### config.mk
export PLATFORM = sky130hd
export DESIGN_NAME = pwm_accel_multilevel
export DESIGN_NICKNAME = d
export VERILOG_FILES = /design/src/rtl/pwm_accel_multilevel.sv
export SDC_FILE = /design/constraint.sdc
export NUM_CORES = 1
export LEC_CHECK = 0
export CORE_MARGIN = 4
export CORE_UTILIZATION = 55
export DETAILED_ROUTE_END_ITERATION = 10
export PLACE_DENSITY = 0.77
export SLEW_MARGIN = 20
export SYNTH_ARGS = -nofsm -noshare
export SYNTH_HDL_FRONTEND = slang
export SYNTH_SLANG_ARGS = --single-unit
export TNS_END_PERCENT = 100
### constraint.sdc
create_clock -name clk -period 4.61 [get_ports clk]
set_clock_uncertainty 0.2 [all_clocks]
set_input_delay 0.6915 -clock clk [delete_from_list [all_inputs] [get_ports clk]]
set_output_delay 0.6915 -clock clk [all_outputs]
set_load 0.02 [all_outputs]
### src/rtl/pwm_accel_multilevel.sv
// Multilevel PWM accelerator: N cascaded H-bridge legs driven from level-shifted
// triangular carriers. Period, reference and dead-time are double-buffered and
// only take effect at the carrier valley (or when the block is enabled). Faults
// blank the gates combinationally and stay latched until software clears them.
module pwm_accel_multilevel #(
  parameter int N_BRIDGES  = 4,
  parameter int DATA_W     = 16,
  parameter int DT_W       = 8,
  parameter int ADDR_WIDTH = 8
) (
  input  logic                   clk,
  input  logic                   rst_n,
  input  logic [ADDR_WIDTH-1:0]  wb_addr,
  input  logic [31:0]            wb_dat_i,
  output logic [31:0]            wb_dat_o,
  input  logic                   wb_we,
  input  logic [3:0]             wb_sel,
  input  logic                   wb_stb,
  output logic                   wb_ack,
  output logic [2*N_BRIDGES-1:0] pwm_out,
  output logic                   sync_out,
  input  logic                   fault
);

  // REF spans up to N_BRIDGES*PERIOD, so it needs three extra bits for N <= 8
  localparam int REF_W = DATA_W + 3;
  localparam int IDX_W = ADDR_WIDTH - 2;

  localparam logic [DATA_W-1:0] PERIOD_RST = DATA_W'(1000);
  localparam logic [DT_W-1:0]   DT_RST     = DT_W'(10);

  // Bus decode
  logic [IDX_W-1:0] idx;
  logic             acc;
  logic             wr;
  logic             wr_ctrl, wr_per, wr_ref, wr_dt, wr_stat, wr_shadow;
  logic [31:0]      rdata;

  // Registers and their next-state values
  logic              wb_ack_q, wb_ack_d;
  logic [31:0]       wb_dat_q, wb_dat_d;
  logic              enable_q, enable_d;
  logic [DATA_W-1:0] per_sh_q, per_sh_d, per_q, per_d;
  logic [REF_W-1:0]  ref_sh_q, ref_sh_d, ref_q, ref_d;
  logic [DT_W-1:0]   dt_sh_q, dt_sh_d, dt_q, dt_d;
  logic              pend_q, pend_d;
  logic              latch_q, latch_d;
  logic [DATA_W-1:0] cnt_q, cnt_d;
  logic              dir_q, dir_d;
  logic              sync_q;

  logic [DATA_W-1:0]      p_eff;
  logic                   valley;
  logic                   en_rise;
  logic                   load_act;
  logic                   blank;
  logic [N_BRIDGES-1:0]   raw_q, raw_d;
  logic [2*N_BRIDGES-1:0] dt_out;

  // Byte selects and sub-word address bits carry no meaning for this block
  logic unused_bits;
  assign unused_bits = ^{wb_sel, wb_addr[1:0], wb_dat_i};

  assign idx       = wb_addr[ADDR_WIDTH-1:2];
  assign acc       = wb_stb & ~wb_ack_q;
  assign wr        = acc & wb_we;
  assign wr_ctrl   = wr & (idx == IDX_W'(0));
  assign wr_per    = wr & (idx == IDX_W'(1));
  assign wr_ref    = wr & (idx == IDX_W'(2));
  assign wr_dt     = wr & (idx == IDX_W'(3));
  assign wr_stat   = wr & (idx == IDX_W'(4));
  assign wr_shadow = wr_per | wr_ref | wr_dt;

  // A zero period would stall the carrier, so it runs as period 1
  assign p_eff    = (per_q == '0) ? DATA_W'(1) : per_q;
  assign valley   = enable_q & dir_q & (cnt_q <= DATA_W'(1));
  assign en_rise  = wr_ctrl & wb_dat_i[0] & ~enable_q;
  assign load_act = valley | en_rise;
  // Gates are forced off by a live fault, a latched fault or a disabled block
  assign blank    = fault | latch_q | ~enable_q;

  assign wb_ack   = wb_ack_q;
  assign wb_dat_o = wb_dat_q;
  assign sync_out = sync_q;
  assign pwm_out  = blank ? '0 : dt_out;

  // Register read multiplexer
  always_comb begin
    rdata = '0;
    case (idx)
      IDX_W'(0): rdata[0]              = enable_q;
      IDX_W'(1): rdata[DATA_W-1:0]     = per_sh_q;
      IDX_W'(2): rdata[REF_W-1:0]      = ref_sh_q;
      IDX_W'(3): rdata[DT_W-1:0]       = dt_sh_q;
      IDX_W'(4): rdata[2:0]            = {pend_q, dir_q, latch_q};
      IDX_W'(5): rdata[2*N_BRIDGES-1:0] = pwm_out;
      IDX_W'(6): rdata[DATA_W-1:0]     = cnt_q;
      default:   rdata = '0;
    endcase
  end

  // Control, shadow/active register and bus handshake next state
  always_comb begin
    wb_ack_d = acc;
    wb_dat_d = (acc & ~wb_we) ? rdata : wb_dat_q;
    enable_d = wr_ctrl ? wb_dat_i[0] : enable_q;
    per_sh_d = wr_per ? wb_dat_i[DATA_W-1:0] : per_sh_q;
    ref_sh_d = wr_ref ? wb_dat_i[REF_W-1:0]  : ref_sh_q;
    dt_sh_d  = wr_dt  ? wb_dat_i[DT_W-1:0]   : dt_sh_q;
    // Active set takes the shadow value held before any same-cycle write
    per_d    = load_act ? per_sh_q : per_q;
    ref_d    = load_act ? ref_sh_q : ref_q;
    dt_d     = load_act ? dt_sh_q  : dt_q;
    // A write coinciding with the transfer keeps the update pending
    if (wr_shadow) begin
      pend_d = 1'b1;
    end else if (load_act) begin
      pend_d = 1'b0;
    end else begin
      pend_d = pend_q;
    end
    // Clearing is ignored while the fault input is still asserted
    latch_d  = fault | (latch_q & ~(wr_stat & wb_dat_i[0]));
  end

  // Triangular carrier: count up to P, back down to 0, held at 0 when disabled
  always_comb begin
    cnt_d = cnt_q;
    dir_d = dir_q;
    if (!enable_q) begin
      cnt_d = '0;
      dir_d = 1'b0;
    end else if (!dir_q) begin
      if (cnt_q >= p_eff - DATA_W'(1)) begin
        cnt_d = p_eff;
        dir_d = 1'b1;
      end else begin
        cnt_d = cnt_q + DATA_W'(1);
      end
    end else begin
      if (cnt_q <= DATA_W'(1)) begin
        cnt_d = '0;
        dir_d = 1'b0;
      end else begin
        cnt_d = cnt_q - DATA_W'(1);
      end
    end
  end

  // State registers for bus, configuration, fault latch and carrier
  always_ff @(posedge clk or negedge rst_n) begin
    if (!rst_n) begin
      wb_ack_q <= 1'b0;
      wb_dat_q <= '0;
      enable_q <= 1'b0;
      per_sh_q <= PERIOD_RST;
      per_q    <= PERIOD_RST;
      ref_sh_q <= '0;
      ref_q    <= '0;
      dt_sh_q  <= DT_RST;
      dt_q     <= DT_RST;
      pend_q   <= 1'b0;
      latch_q  <= 1'b0;
      cnt_q    <= '0;
      dir_q    <= 1'b0;
      sync_q   <= 1'b0;
      raw_q    <= '0;
    end else begin
      wb_ack_q <= wb_ack_d;
      wb_dat_q <= wb_dat_d;
      enable_q <= enable_d;
      per_sh_q <= per_sh_d;
      per_q    <= per_d;
      ref_sh_q <= ref_sh_d;
      ref_q    <= ref_d;
      dt_sh_q  <= dt_sh_d;
      dt_q     <= dt_d;
      pend_q   <= pend_d;
      latch_q  <= latch_d;
      cnt_q    <= cnt_d;
      dir_q    <= dir_d;
      sync_q   <= valley;
      raw_q    <= raw_d;
    end
  end

  genvar gi;
  generate
    for (gi = 0; gi < N_BRIDGES; gi++) begin : g_bridge
      logic [REF_W-1:0] thresh;
      logic             tgt_q, tgt_d;
      logic             hi_q, hi_d;
      logic             lo_q, lo_d;
      logic [DT_W-1:0]  dtc_q, dtc_d;

      // Carrier of bridge gi is shifted up by gi periods
      assign thresh    = REF_W'(gi) * REF_W'(p_eff) + REF_W'(cnt_q);
      assign raw_d[gi] = (ref_q > thresh);

      assign dt_out[2*gi]   = hi_q;
      assign dt_out[2*gi+1] = lo_q;

      // Dead-time: any change of the compare result blanks both sides for DT cycles
      always_comb begin
        tgt_d = tgt_q;
        hi_d  = hi_q;
        lo_d  = lo_q;
        dtc_d = dtc_q;
        if (blank) begin
          tgt_d = raw_q[gi];
          hi_d  = 1'b0;
          lo_d  = 1'b0;
          dtc_d = dt_q;
        end else if (raw_q[gi] != tgt_q) begin
          tgt_d = raw_q[gi];
          dtc_d = dt_q;
          if (dt_q == '0) begin
            hi_d = raw_q[gi];
            lo_d = ~raw_q[gi];
          end else begin
            hi_d = 1'b0;
            lo_d = 1'b0;
          end
        end else if (dtc_q > DT_W'(1)) begin
          dtc_d = dtc_q - DT_W'(1);
          hi_d  = 1'b0;
          lo_d  = 1'b0;
        end else begin
          dtc_d = '0;
          hi_d  = tgt_q;
          lo_d  = ~tgt_q;
        end
      end

      // Dead-time stage registers
      always_ff @(posedge clk or negedge rst_n) begin
        if (!rst_n) begin
          tgt_q <= 1'b0;
          hi_q  <= 1'b0;
          lo_q  <= 1'b0;
          dtc_q <= '0;
        end else begin
          tgt_q <= tgt_d;
          hi_q  <= hi_d;
          lo_q  <= lo_d;
          dtc_q <= dtc_d;
        end
      end
    end
  endgenerate

endmodule

==> run summary <==
First-pass GRT wire length - 62,740 um
Cell area after synthesis - 13,600 um^2
Largest net degree at the start of global routing - 83
Post-synth ARST share - 100.0%
Final Max Slew Viols - 0
Skew-Pair Late Insertion Delay - 0.45 ns
FF-to-FF Start - per_q[13]$_DFFE_PN0P_
Final layout net count - 1,868
Initial antenna violation count - 0
HP Class - in2async
Area of the core - 24,320 um^2
Unique masters post-synth - 76
Fin area - 16,780 um^2
Leakage - 8.027 nW
Placer Congestion - 0.9545
Ys flop type - dfrtp_1
Initial Utilization - 55.91%
Most common cell after layout, fill and taps aside - buf_4
EDFF count, synth - 0
Synth-to-Final Area Change - 23.38%
Initial DRT Pass Iterations - 7
Critical Path AT - 4.93 ns
Vias in the first global route - 12,060
Crit path capture type - register
TritonCTS buffer count - 17
Routed wire length - 39,950 um
Yosys reg bits - 175
Clock Path Buffers - 2
Worst Setup Slack, final - -0.2020 ns
GRT Util Overall - 29.26%
Launching element type of the critical path - register
Initial DRC count - 1,115
PwrDens - 210.4 nW/um^2
Peak fanout along the critical path - 4
CP required - 4.73 ns
Vias - 12,050
Input/output buffers - 58
WL/cell - 20.23 um
Number of clock sinks - 175
DP Cell Count - 1,936
IO Pins - 91
Die Span X - 165.2 um
Crit share post-route - 104.4%
Layout cells sized above 1 - 25.26%
Fmax - 207.8 MHz
Violated checks - negative setup slack
Number of diodes - 0
Final core occ - 68.98%
Worst slew pin tran - 0.9828 ns
Worst setup startpoint - per_q[13]$_DFFE_PN0P_
Number of fill cells - 1,770
DR vias/cell - 6.103
Area after DPL - 15,600 um^2
Final-report hold violation count - 0
Register area share after synthesis - 32.35%
Critical path class - reg2reg
Status - complete, but fails checks
Detailed placement HPWL - 29,570 um
Worst vdd ir - 0.1949 mV
Reg clk slew, reported paths - 0.08 ns
Post-layout instance count excluding filler cells - 1,975
DRT antenna net count - 0
Die span in y - 165.2 um
Most frequent cells in the layout - buf_4 (165), dfrtp_1 (159), ha_1 (149), nand2_1 (111), inv_1 (84)
Post-Synthesis Cells - 1,435
DRC Markers - 0
Hold buffers post-CTS - 0
CTS tree - built
Htree depth - 4
MaxCap Viol Count - 0
Worst hold margin - 0.04526 ns
Min cycle time layout - 4.812 ns
Unrepaired setup endpoints after global routing - true
Slew margin rel. - 34.34%
Synth Area per Inst - 9.475 um^2
YS warnings - 0
Die ar. - 27,300 um^2
Row cnt - 57
Congestion Overflow GR - 0
Setup violators final - 16
Root Buffer - clkbuf_16
==> worst paths after layout <==
path / end / slack (ns) / cells after the start
max in group asynchronous: per_q[7]$_DFFE_PN1P_ / 3.22 / 2
min: g_bridge[1].dtc_q[7]$_DFF_PN0_ / 0.05 / 1
max reg2reg: raw_q[3]$_DFF_PN0_ / -0.20 / 20
min in group clk: wb_ack$_DFF_PN0_ / 0.26 / 1
min reg2reg: wb_ack$_DFF_PN0_ / 0.26 / 1
max: raw_q[3]$_DFF_PN0_ / -0.20 / 20
==> worst max-delay path, stage by stage (launching register included) <==
cell,delay [ns]
dfrtp_1,0.38
inv_1,0.07
ha_2,0.20
nand3_4,0.09
or4_4,0.56
nand2_4,0.12
inv_4,0.06
fa_2,0.60
ha_4,0.24
a211oi_4,0.31
o21ai_2,0.16
a21oi_2,0.22
o21bai_1,0.12
a21oi_2,0.16
xor2_1,0.16
ha_1,0.26
a21o_1,0.17
a211oi_2,0.27
o211ai_1,0.13
a21oi_1,0.14
a211oi_1,0.07
==> layout make-up <==
cell class,count,area [um^2],share of cell area (%)
clock inverter,14,162.7,0.9696
multi-input combinational,1122,9111,54.31
sequential,175,4399,26.22
tap,324,405.4,2.416
timing repair buffer,230,1921,11.45
inverter,92,347.8,2.073
clock buffer,18,429.2,2.558
==> cell usage after synthesis (4+ instances only) <==
cell       instances  area share (%)
ha_1             163              15
dfrtp_1          159              29
nand2_1          125             3.5
a21oi_1           95             3.5
inv_1             92             2.5
mux2_2            83             6.9
o21ai_0           75             2.8
xnor2_1           68             4.4
nor2_1            56             1.5
nand3_1           47             1.7
xor2_1            37             2.4
nor3_1            34             1.3
clkbuf_1          27            0.75
a21o_1            25             1.4
nor2b_1           23             1.1
o211ai_1          23             1.3
nand4_1           22             1.0
mux2i_1           19             1.4
fa_1              18             2.7
dfstp_2           16             3.1
o21a_1            15            0.83
and2_1            14            0.64
buf_4             14            0.77
nor4_1            14            0.64
a211oi_1          11            0.61
buf_2             11            0.40
or3_1             11            0.51
and3_1            10            0.46
nand2b_1          10            0.46
a32oi_1            9            0.58
o31ai_1            9            0.50
o21bai_1           7            0.39
or2_2              7            0.32
o2111ai_1          6            0.39
a22oi_1            5            0.28
a21boi_0           4            0.22
buf_6              4            0.33
mux2_1             4            0.33
nor3b_1            4            0.22
==> through the flow <==
step / TNS [ns] / power (mW) / worst slack (ns)
final: -1.587 / 3.530 / -0.2020
after CTS: -0.6948 / 3.513 / -0.09970
after detailed placement: -5.309 / 2.059 / -0.3798
after global placement: -3.579 / 2.046 / -0.3095
after global routing: -4.952 / 3.650 / -0.4559
after floorplan: 0 / 1.876 / 0.01607
==> logic make-up (layout without fill, tap and decap cells) <==
group | after synthesis | count (layout) | synth area share [%]
muxes | 106 | 106 | 8.604
xor gates and xnor gates | 105 | 105 | 6.764
and+or+nand+nor | 395 | 395 | 14.60
AOI/OAI and AO/OA | 322 | 322 | 15.15
adders and majority gates | 181 | 181 | 17.65
buffers and inverters | 150 | 354 | 4.850
DFF | 175 | 175 | 32.35
other | 1 | 13 | 0.02758
==> report_power, final <==
part	switching [mW]	total, mW	internal (mW)
combinational	0.225	0.410	0.186
clock	0.740	1.47	0.732
sequential	0.0513	1.65	1.60
==> flip-flops by register name, summed over array words and instances (netlist names), 8 cells and up <==
signal          cells
g_bridge.dtc_q     32
ref_q              19
ref_sh_q           19
wb_dat_o           19
cnt_q              16
per_q              16
per_sh_q           16
dt_q                8
dt_sh_q             8
==> metal layers <==
metal	GRT usage [%]	wire length, um	vias to the layer above
li1	-	-	5529
met2	49.39	19420	508
met3	4.269	2346	155
met5	0	0	-
met1	36.44	15830	5862
met4	15.12	2354	0
==> timing repair <==
item	4_1_cts	5_1_grt
setup buffers	1	6
endpoints found under the hold margin	0	0
pin swaps	16	42
endpoints found under the setup margin	20	20
cloned	0	0
resized for setup	54	69
(Power assumes the default switching activity.)
